==> src/rtl/hazard_fwd_ctrl_if.sv <==
// rtl/hazard_fwd_ctrl_if.sv - ID-stage hazard/forwarding control bundle
// Purpose: groups the decoded ID-stage fields and the resulting stall/bubble
//          and operand-select controls into one bundle.
// Signals:
//   id_valid, id_rs1, id_rs2, id_rd, id_use_rs1, id_use_rs2, id_wen, id_load,
//   id_a_pc, id_b_imm, br_taken  - driven by the pipeline (master)
//   stall, id_ex_clr             - combinational pipeline controls (slave)
//   A1_sel, B1_sel, A2_sel, B2_sel - registered EX-stage mux selects (slave)
interface hazard_fwd_ctrl_if #(
  parameter int ADDR_W = 5
);
  logic              id_valid;
  logic [ADDR_W-1:0] id_rs1;
  logic [ADDR_W-1:0] id_rs2;
  logic [ADDR_W-1:0] id_rd;
  logic              id_use_rs1;
  logic              id_use_rs2;
  logic              id_wen;
  logic              id_load;
  logic              id_a_pc;
  logic              id_b_imm;
  logic              br_taken;
  logic              stall;
  logic              id_ex_clr;
  logic              A1_sel;
  logic              B1_sel;
  logic              A2_sel;
  logic              B2_sel;

  modport master (
    output id_valid, id_rs1, id_rs2, id_rd, id_use_rs1, id_use_rs2,
    output id_wen, id_load, id_a_pc, id_b_imm, br_taken,
    input  stall, id_ex_clr, A1_sel, B1_sel, A2_sel, B2_sel
  );

  modport slave (
    input  id_valid, id_rs1, id_rs2, id_rd, id_use_rs1, id_use_rs2,
    input  id_wen, id_load, id_a_pc, id_b_imm, br_taken,
    output stall, id_ex_clr, A1_sel, B1_sel, A2_sel, B2_sel
  );
endinterface

==> src/rtl/hazard_fwd_ctrl.sv <==
// rtl/hazard_fwd_ctrl.sv - hazard detection and forwarding control for a 5-stage pipeline
// Purpose: tracks the destination registers of the EX and MEM instructions,
//          stalls ID on load-use and (optionally) distance-2 ALU hazards,
//          squashes ID on a taken branch, and registers the operand mux
//          selects that the instruction uses once it reaches EX.
// Ports:
//   clk - rising-edge clock
//   rst - asynchronous active-high reset
//   bus - hazard_fwd_ctrl_if.slave (ID fields in; stall, id_ex_clr, selects out)
module hazard_fwd_ctrl #(
  parameter int ADDR_W       = 5,
  parameter bit ALU_D2_STALL = 1'b1
) (
  input  logic                 clk,
  input  logic                 rst,
  hazard_fwd_ctrl_if.slave     bus
);

  // Producer trackers for the instructions currently in EX and MEM.
  logic              ex_v, ex_wen, ex_load;
  logic [ADDR_W-1:0] ex_rd;
  logic              mem_v, mem_wen, mem_load;
  logic [ADDR_W-1:0] mem_rd;

  logic ex_hit_rs1, ex_hit_rs2, mem_hit_rs1, mem_hit_rs2;
  logic ex_hit, mem_hit;
  logic ld1, ld2, alu2, haz;
  logic stall_c, clr_c;

  logic a1_q, b1_q, a2_q, b2_q;

  // A producer matches a source only if it really writes a non-x0 register
  // and the ID instruction actually reads that operand.
  always_comb begin
    ex_hit_rs1  = ex_v  & ex_wen  & (ex_rd  != '0) & (ex_rd  == bus.id_rs1) & bus.id_use_rs1;
    ex_hit_rs2  = ex_v  & ex_wen  & (ex_rd  != '0) & (ex_rd  == bus.id_rs2) & bus.id_use_rs2;
    mem_hit_rs1 = mem_v & mem_wen & (mem_rd != '0) & (mem_rd == bus.id_rs1) & bus.id_use_rs1;
    mem_hit_rs2 = mem_v & mem_wen & (mem_rd != '0) & (mem_rd == bus.id_rs2) & bus.id_use_rs2;
    ex_hit      = ex_hit_rs1  | ex_hit_rs2;
    mem_hit     = mem_hit_rs1 | mem_hit_rs2;
  end

  // Load results are not available for forwarding until after MEM, so a
  // load at distance 1 stalls twice (ld1 then ld2) and at distance 2 once.
  // An ALU result at distance 2 is only covered if the regfile bypasses it.
  always_comb begin
    ld1     = bus.id_valid & ex_hit  & ex_load;
    ld2     = bus.id_valid & mem_hit & mem_load;
    alu2    = bus.id_valid & ALU_D2_STALL & mem_hit & ~mem_load;
    haz     = ld1 | ld2 | alu2;
    // A taken branch squashes ID, so the stall would be pointless.
    stall_c = haz & ~bus.br_taken;
    clr_c   = stall_c | bus.br_taken;
  end

  always_ff @(posedge clk or posedge rst) begin
    if (rst) begin
      ex_v     <= 1'b0;
      ex_wen   <= 1'b0;
      ex_load  <= 1'b0;
      ex_rd    <= '0;
      mem_v    <= 1'b0;
      mem_wen  <= 1'b0;
      mem_load <= 1'b0;
      mem_rd   <= '0;
    end else begin
      mem_v    <= ex_v;
      mem_wen  <= ex_wen;
      mem_load <= ex_load;
      mem_rd   <= ex_rd;
      if (clr_c) begin
        ex_v    <= 1'b0;
        ex_wen  <= 1'b0;
        ex_load <= 1'b0;
        ex_rd   <= '0;
      end else begin
        ex_v    <= bus.id_valid;
        ex_wen  <= bus.id_wen;
        ex_load <= bus.id_load;
        ex_rd   <= bus.id_rd;
      end
    end
  end

  // Selects describe the instruction entering EX. Only distance-1 ALU
  // producers forward; distance-2 values arrive through the regfile. B1 is
  // kept live even with B2 on the immediate because store data uses B1.
  always_ff @(posedge clk or posedge rst) begin
    if (rst) begin
      a1_q <= 1'b0;
      b1_q <= 1'b0;
      a2_q <= 1'b0;
      b2_q <= 1'b0;
    end else if (clr_c) begin
      a1_q <= 1'b0;
      b1_q <= 1'b0;
      a2_q <= 1'b0;
      b2_q <= 1'b0;
    end else begin
      a1_q <= ex_hit_rs1 & ~ex_load;
      b1_q <= ex_hit_rs2 & ~ex_load;
      a2_q <= bus.id_a_pc;
      b2_q <= bus.id_b_imm;
    end
  end

  assign bus.stall     = stall_c;
  assign bus.id_ex_clr = clr_c;
  assign bus.A1_sel    = a1_q;
  assign bus.B1_sel    = b1_q;
  assign bus.A2_sel    = a2_q;
  assign bus.B2_sel    = b2_q;

endmodule

==> src/flat_wrapper.sv <==
// flat-port wrapper written by rule: the top's interface ports become plain ports
module hazard_fwd_ctrl_flat 
#(
  parameter int ADDR_W       = 5,
  parameter bit ALU_D2_STALL = 1'b1
)
  (clk, rst, bus_id_valid, bus_id_rs1, bus_id_rs2, bus_id_rd, bus_id_use_rs1, bus_id_use_rs2, bus_id_wen, bus_id_load, bus_id_a_pc, bus_id_b_imm, bus_br_taken, bus_stall, bus_id_ex_clr, bus_A1_sel, bus_B1_sel, bus_A2_sel, bus_B2_sel);
  hazard_fwd_ctrl_if #(.ADDR_W(ADDR_W)) bus_i ();
  input  logic clk;
  input  logic rst;
  input wire logic [$bits(bus_i.id_valid)-1:0] bus_id_valid;
  input wire logic [$bits(bus_i.id_rs1)-1:0] bus_id_rs1;
  input wire logic [$bits(bus_i.id_rs2)-1:0] bus_id_rs2;
  input wire logic [$bits(bus_i.id_rd)-1:0] bus_id_rd;
  input wire logic [$bits(bus_i.id_use_rs1)-1:0] bus_id_use_rs1;
  input wire logic [$bits(bus_i.id_use_rs2)-1:0] bus_id_use_rs2;
  input wire logic [$bits(bus_i.id_wen)-1:0] bus_id_wen;
  input wire logic [$bits(bus_i.id_load)-1:0] bus_id_load;
  input wire logic [$bits(bus_i.id_a_pc)-1:0] bus_id_a_pc;
  input wire logic [$bits(bus_i.id_b_imm)-1:0] bus_id_b_imm;
  input wire logic [$bits(bus_i.br_taken)-1:0] bus_br_taken;
  output wire logic [$bits(bus_i.stall)-1:0] bus_stall;
  output wire logic [$bits(bus_i.id_ex_clr)-1:0] bus_id_ex_clr;
  output wire logic [$bits(bus_i.A1_sel)-1:0] bus_A1_sel;
  output wire logic [$bits(bus_i.B1_sel)-1:0] bus_B1_sel;
  output wire logic [$bits(bus_i.A2_sel)-1:0] bus_A2_sel;
  output wire logic [$bits(bus_i.B2_sel)-1:0] bus_B2_sel;
  assign bus_i.id_valid = bus_id_valid;
  assign bus_i.id_rs1 = bus_id_rs1;
  assign bus_i.id_rs2 = bus_id_rs2;
  assign bus_i.id_rd = bus_id_rd;
  assign bus_i.id_use_rs1 = bus_id_use_rs1;
  assign bus_i.id_use_rs2 = bus_id_use_rs2;
  assign bus_i.id_wen = bus_id_wen;
  assign bus_i.id_load = bus_id_load;
  assign bus_i.id_a_pc = bus_id_a_pc;
  assign bus_i.id_b_imm = bus_id_b_imm;
  assign bus_i.br_taken = bus_br_taken;
  assign bus_stall = bus_i.stall;
  assign bus_id_ex_clr = bus_i.id_ex_clr;
  assign bus_A1_sel = bus_i.A1_sel;
  assign bus_B1_sel = bus_i.B1_sel;
  assign bus_A2_sel = bus_i.A2_sel;
  assign bus_B2_sel = bus_i.B2_sel;
  hazard_fwd_ctrl #(.ADDR_W(ADDR_W), .ALU_D2_STALL(ALU_D2_STALL)) u_core (.clk(clk), .rst(rst), .bus(bus_i));
endmodule
==> config.mk <==
export PLATFORM = sky130hd
export DESIGN_NAME = hazard_fwd_ctrl_flat
export DESIGN_NICKNAME = d
export VERILOG_FILES = /design/src/rtl/hazard_fwd_ctrl_if.sv /design/src/rtl/hazard_fwd_ctrl.sv /design/src/flat_wrapper.sv
export SDC_FILE = /design/constraint.sdc
export NUM_CORES = 1
export LEC_CHECK = 0
export ABC_AREA = 1
export CAP_MARGIN = 20
export CELL_PAD_IN_SITES_DETAIL_PLACEMENT = 0
export CELL_PAD_IN_SITES_GLOBAL_PLACEMENT = 2
export CORE_ASPECT_RATIO = 1.1
export CORE_UTILIZATION = 25
export DETAILED_ROUTE_END_ITERATION = 7
export PLACE_DENSITY_LB_ADDON = 0.25
export SLEW_MARGIN = 0
export SYNTH_ARGS = -nofsm -noshare
export SYNTH_HDL_FRONTEND = slang
export SYNTH_SLANG_ARGS = --single-unit
==> constraint.sdc <==
create_clock -name clk -period 2.15 [get_ports clk]
set_clock_uncertainty 0.2 [all_clocks]
set_input_delay 0.43 -clock clk [delete_from_list [all_inputs] [get_ports clk]]
set_output_delay 0.43 -clock clk [all_outputs]
set_load 0.05 [all_outputs]
Word level (Yosys, flattened, before mapping)

Index checks and enable logic that the tools add are counted.

Equal/unequal tests: 4
Reduce and logical (&&, ||, !) cells: 2
Bitwise operators: 28
Multiplexer cells: 8

Operator list:

| cell              | count |
|---|---|
| $and 1x1->1       | 20 |
| $eq 5x5->1        | 4 |
| $reduce_bool 5->1 | 2 |
| $mux 1            | 7 |
| $mux 5            | 1 |
| $or 1x1->1        | 5 |
| $not 1->1         | 3 |

Output and inout port bits: 6
Bits in registers: 20
Input bits: 25

Logic depth before layout (Yosys ltp)

Depth after elaboration: 12
Gate-level depth with buffers: 11
Mapped depth without buffers: 10

Worst setup path after synthesis

Ideal clock, no wire load.

Path kind: input-to-output
Start point: input bus_id_rs2[4]
End point: output bus_stall
Path buffers: 0
Setup slack: -155 ps
Data arrival time: 1675 ps
Stages: 9
Cells stage by stage: inv_1 -> nand2_1 -> nand2_1 -> nand2_1 -> nor2_2 -> nand3_2 -> nand2_1 -> nand2_2 -> a21oi_1

Word-level cells in the longest chain between the ends: 9
Elaborated cells on any way between the ends: 16
Those cells by class: 2 x eq/ne; 14 x bitwise

RTL lines:

| element                                            | RTL line                                                            | source |
|---|---|---|
| from (decl)                                        | flat_wrapper.sv:13                                                  | `input wire logic [$bits(bus_i.id_rs2)-1:0] bus_id_rs2;` |
| $eq 5x5->1, on equally long branches               | hazard_fwd_ctrl.sv:36, hazard_fwd_ctrl.sv:38                        |  |
| $and 1x1->1, on equally long branches (2 in a row) | hazard_fwd_ctrl.sv:36, hazard_fwd_ctrl.sv:38                        |  |
| $or 1x1->1, on equally long branches               | hazard_fwd_ctrl.sv:39, hazard_fwd_ctrl.sv:40                        |  |
| $and 1x1->1, on equally long branches              | hazard_fwd_ctrl.sv:47, hazard_fwd_ctrl.sv:48, hazard_fwd_ctrl.sv:49 |  |
| $and 1x1->1, on equally long branches              | hazard_fwd_ctrl.sv:47, hazard_fwd_ctrl.sv:48                        |  |
| $or 1x1->1                                         | hazard_fwd_ctrl.sv:50                                               | `haz = ld1 \| ld2 \| alu2;` |
| $or 1x1->1 (*)                                     | hazard_fwd_ctrl.sv:50                                               |  |
| $and 1x1->1 (*)                                    | hazard_fwd_ctrl.sv:52                                               | `stall_c = haz & ~bus.br_taken;` |
| to (decl)                                          | flat_wrapper.sv:22                                                  | `output wire logic [$bits(bus_i.stall)-1:0] bus_stall;` |

Every way passes the cells marked *; elsewhere a longest branch is shown, timed or not.

Worst setup path in the final report

Start point: register u_core.ex_rd[4]
End point: output bus_stall

Word-level cells in the longest chain between the ends: 10
Elaborated cells on any way between the ends: 14
Those cells by class: 2 x eq/ne; 11 x bitwise; 1 x reduce/logical

RTL lines:

| element                                            | RTL line                                     | source |
|---|---|---|
| from (decl)                                        | hazard_fwd_ctrl.sv:21                        | `logic [ADDR_W-1:0] ex_rd;` |
| from (signal assigned)                             | hazard_fwd_ctrl.sv:80                        | `ex_rd <= bus.id_rd;` |
| $reduce_bool 5->1                                  | hazard_fwd_ctrl.sv:35, hazard_fwd_ctrl.sv:36 |  |
| $and 1x1->1                                        | hazard_fwd_ctrl.sv:35, hazard_fwd_ctrl.sv:36 |  |
| $and 1x1->1, on equally long branches (2 in a row) | hazard_fwd_ctrl.sv:35, hazard_fwd_ctrl.sv:36 |  |
| $or 1x1->1 (*)                                     | hazard_fwd_ctrl.sv:39                        | `ex_hit = ex_hit_rs1 \| ex_hit_rs2;` |
| $and 1x1->1 (*) (2 in a row)                       | hazard_fwd_ctrl.sv:47                        | `ld1 = bus.id_valid & ex_hit & ex_load;` |
| $or 1x1->1 (*) (2 in a row)                        | hazard_fwd_ctrl.sv:50                        |  |
| $and 1x1->1 (*)                                    | hazard_fwd_ctrl.sv:52                        |  |

Marked as above.

==> summary.md <==
| Metric | Value |
|---|---|
| Worst-case setup margin in the final layout | `-71.9 ps` |
| Area of the mapped netlist | `1110 um^2` |
| List of cells traversed by the critical path | `inv_2 > nand2_1 > nand2_1 > nand2_1 > nor2_2 > nand3_2 > nand2_2 > nand2_4 > a21oi_4 > buf_12` |
| Largest cells by area after synthesis | `sky130_fd_sc_hd__dfrtp_1 (43%), sky130_fd_sc_hd__nand2_1 (14%), sky130_fd_sc_hd__inv_1 (11%)` |
| Worst path most repeated cell | `sky130_fd_sc_hd__nand2_1` |
| Violations in the final reports | `setup timing` |
| Total via count after detailed routing | `1034` |
| Post-Route Setup TNS | `-136 ps` |
| Critical Path Start Type | `flop` |
| TritonCTS clock tree | `yes` |
| Worst-path cell with the longest stage delay | `sky130_fd_sc_hd__dfrtp_1` |
| Post-synthesis cell type with the largest combined area | `sky130_fd_sc_hd__dfrtp_1` |
| Die Width | `65.5 um` |
| Worst hold slack after final layout | `181 ps` |
| Initial detailed-routing violation count | `40` |
| Clock sinks | `19` |
| Path class of the lowest-slack min-delay path | `flop to flop` |
| Total overflow reported by the global router | `0` |
| Crit share post-route | `103%` |
| Family of cells with the greatest summed delay on the critical path | `simple AND/OR/NAND/NOR gates` |
| Global routing met3 resource utilization | `1.59%` |
| Post-Route Utilization | `38.4%` |
| Synth Net Count | `183` |
| First-pass GRT wire length | `4480 um` |
| Critical Path Sink Type | `primary output` |
| Final Total Pwr | `798 uW` |
| Arrival time at the worst endpoint | `1590 ps` |
| Total Wirelength | `2630 um` |
| Area of the placeable core | `4290 um^2` |
| Remaining design rule violation count | `0` |
| Unique masters post-synth | `17` |
| H-tree level count | `1` |
| Pin count of the biggest net entering global routing | `20` |
| Number of primary I/O pins | `31` |
| Via-to-Cell Ratio | `4.01` |
| Average wire length per cell after detail routing | `10.2 um` |
| Most frequently used cell type in the post-synthesis netlist | `sky130_fd_sc_hd__nand2_1` |
| Max-slew headroom | `66.3%` |
| Largest fanout on the critical path | `4` |
| Synthesized flop and latch total | `19` |
| Peak VDD IR | `0.349 mV` |
| Cell leakage power | `0.920 nW` |
| Area delta synth->final | `48.5%` |
| WP buf/inv | `2` |
| Area share of the largest cell type after synthesis | `42.9%` |
| Clock insertion delay at the later pin of the skew report | `240 ps` |
| Chip Height | `71.8 um` |
| Number of fill cells | `455` |
| Post-detail-place hpwl | `2150 um` |
| Met2 Usage GRT | `21.3%` |
| Post-DRT Antenna Nets | `0` |
| Top post-synthesis cells by count | `sky130_fd_sc_hd__nand2_1 (41), sky130_fd_sc_hd__inv_1 (33), sky130_fd_sc_hd__dfrtp_1 (19)` |
| CP max stage delay | `420 ps` |
| Tightest Pin Transition | `503 ps` |
| Startpoint-to-endpoint class of the critical path | `flop to primary output` |
| Antenna diodes | `0` |
| Routing layer with the top usage in global route | `met2` |
| Total power per unit cell area | `485 nW/um^2` |
| Count of yosys warnings during synthesis | `0` |
| Shortest clock period the worst path allows after layout | `2220 ps` |
| Cells on worst reg2reg path | `11` |
| Number of optimization iterations in the first detailed-route pass | `4` |
| Reg2Reg Capture Point | `u_core.ex_v` |
| Share of synthesized flip-flops with an asynchronous set or reset | `100%` |
| Ratio of cells with drive above 1 in the final layout | `26.0%` |
| CP Data Required Time | `1520 ps` |
| Most used flip-flop cell after synthesis | `sky130_fd_sc_hd__dfrtp_1` |
| Final estimated routing congestion in global placement | `0.752` |
| Non-filler cells in the finished layout | `258` |
| Run status | `complete, but fails checks` |
| Number of nets in the finished design | `230` |
| Footprint of the flip-flops and latches | `479 um^2` |
| Effective utilization at floorplan | `25.9%` |
| Max-capacitance violation count | `0` |
| Via count of the first global-routing pass | `1014` |
| Number of slew-limit violations in the final report | `0` |
| Standard-cell row count | `25` |
| CTS clock-pin slew for the worst setup and hold paths | `60 ps` |
| Startpoint of the worst-slack reg-to-reg timing path | `u_core.ex_rd[4]` |
| Cell total after placement | `252` |
| GRT Resource Usage Total | `12.4%` |
| Register-to-register path setup slack | `390 ps` |
| Worst-case clock buffer depth | `2` |
| RSZ-0062 raised after global routing | `true` |
| Multi-input logic area | `502 um^2` |
| Max Clock Freq | `450 MHz` |
| Die Footprint | `4700 um^2` |
| Endpoints failing setup | `2` |
| Post-Syn Instances | `158` |
| Number of buffer cells added on primary ports | `30` |
| Number of flops mapped to enable cells by yosys | `0` |
| Sequential share of the synthesized area | `42.9%` |
| Buffer cell driving the clock tree root | `sky130_fd_sc_hd__clkbuf_8` |
| Syn Area/Cell | `7.02 um^2` |
| Global-route track usage on met1 | `16.3%` |
| Hold Path Depth | `0` |
| Number of antenna violations at the first check in global routing | `0` |
| Worst-case hold path end point | `u_core.mem_v` |
| Count of final hold-check violations | `0` |
| Startpoint of the tightest hold check path | `u_core.ex_v` |
| Clock buffer count from CTS | `3` |
-- through the flow --
step,setup slack [ps],cell area [um^2]
2_1_floorplan,111,1110
3_3_place_gp,-384,1570
3_5_place_dp,-375,1570
4_1_cts,-165,1640
5_1_grt,-217,1650
6_report,-71.9,1650
-- flip-flops by register name (all words and copies together) (netlist names) --
signal,cells
u_core.bus.A1_sel,1
u_core.bus.A2_sel,1
u_core.bus.B1_sel,1
u_core.bus.B2_sel,1
u_core.ex_load,1
u_core.ex_rd,5
u_core.ex_v,1
u_core.ex_wen,1
u_core.mem_rd,5
u_core.mem_v,1
u_core.mem_wen,1
-- how the worst max path moves through the flow --
stage	from	endpoint	slack (ps)	cells past startpoint
global route	u_core.ex_rd[4]	bus_stall	-220	10
global placement	bus_id_rs2[1]	bus_stall	-380	10
finish	u_core.ex_rd[4]	bus_stall	-70	10
detailed placement	bus_id_rs2[0]	bus_stall	-380	10
CTS	u_core.ex_rd[3]	bus_stall	-170	9
floorplan	bus_id_rs2[4]	bus_stall	110	9
-- logic make-up (layout without fill, tap and decap cells) --
logic type / after synthesis / after routing / share of synthesized area, %
AO/OA/AOI/OAI: 14 / 14 / 6.88
flip-flops: 19 / 19 / 42.9
buffers and inverters: 41 / 87 / 14.6
XOR/XNOR: 1 / 1 / 0.790
AND/OR/NAND/NOR: 83 / 83 / 34.9
-- routing by layer --
layer / up-vias / part of all wire (%)
met2: 22 / 49
met5: - / 0
li1: 560 / -
met1: 450 / 47
met3: 2 / 3.9
met4: 0 / 0.65
-- where the power goes --
part / internal [mW] / switching, mW
logic: 0.0822 / 0.0915
registers: 0.374 / 0.0147
clock network: 0.131 / 0.104
-- what timing repair did --
action,CTS,global route
resized for setup,20,5
pin swaps,10,4
setup buffers,2,0
hold buffers,0,0
setup endpoints to repair,2,2
-- cells in the final DEF (no fill, tap or decap), drive strengths merged, types with 3 or more instances in the layout --
cell and n:
a21oi 3, dfrtp 19, buf 15, clkbuf 4, nand3 8, inv 40
nand2 43, clkdlybuf4s50 16, dlygate4sd2 12, nand4 5, nor2 27, o21ai 10
-- area by class of cell --
class	instances	area share [%]
tap	54	4.10
sequential	19	29.1
timing repair buffer	43	24.5
multi-input combinational	98	30.5
clock buffer	4	2.74
inverter	40	9.12
-- worst register-to-register path: stages, from the launching register on --
cell and delay (ps):
sky130_fd_sc_hd__dfrtp_1 420, sky130_fd_sc_hd__inv_2 90, sky130_fd_sc_hd__nand2_1 50, sky130_fd_sc_hd__nand2_1 70, sky130_fd_sc_hd__nand2_1 60, sky130_fd_sc_hd__nor2_2 130, sky130_fd_sc_hd__nand3_2 100, sky130_fd_sc_hd__nand2_2 90
sky130_fd_sc_hd__nand2_4 60, sky130_fd_sc_hd__nand3_2 100, sky130_fd_sc_hd__buf_4 220, sky130_fd_sc_hd__nor2_1 60
Power figures use the tool's default switching activity.
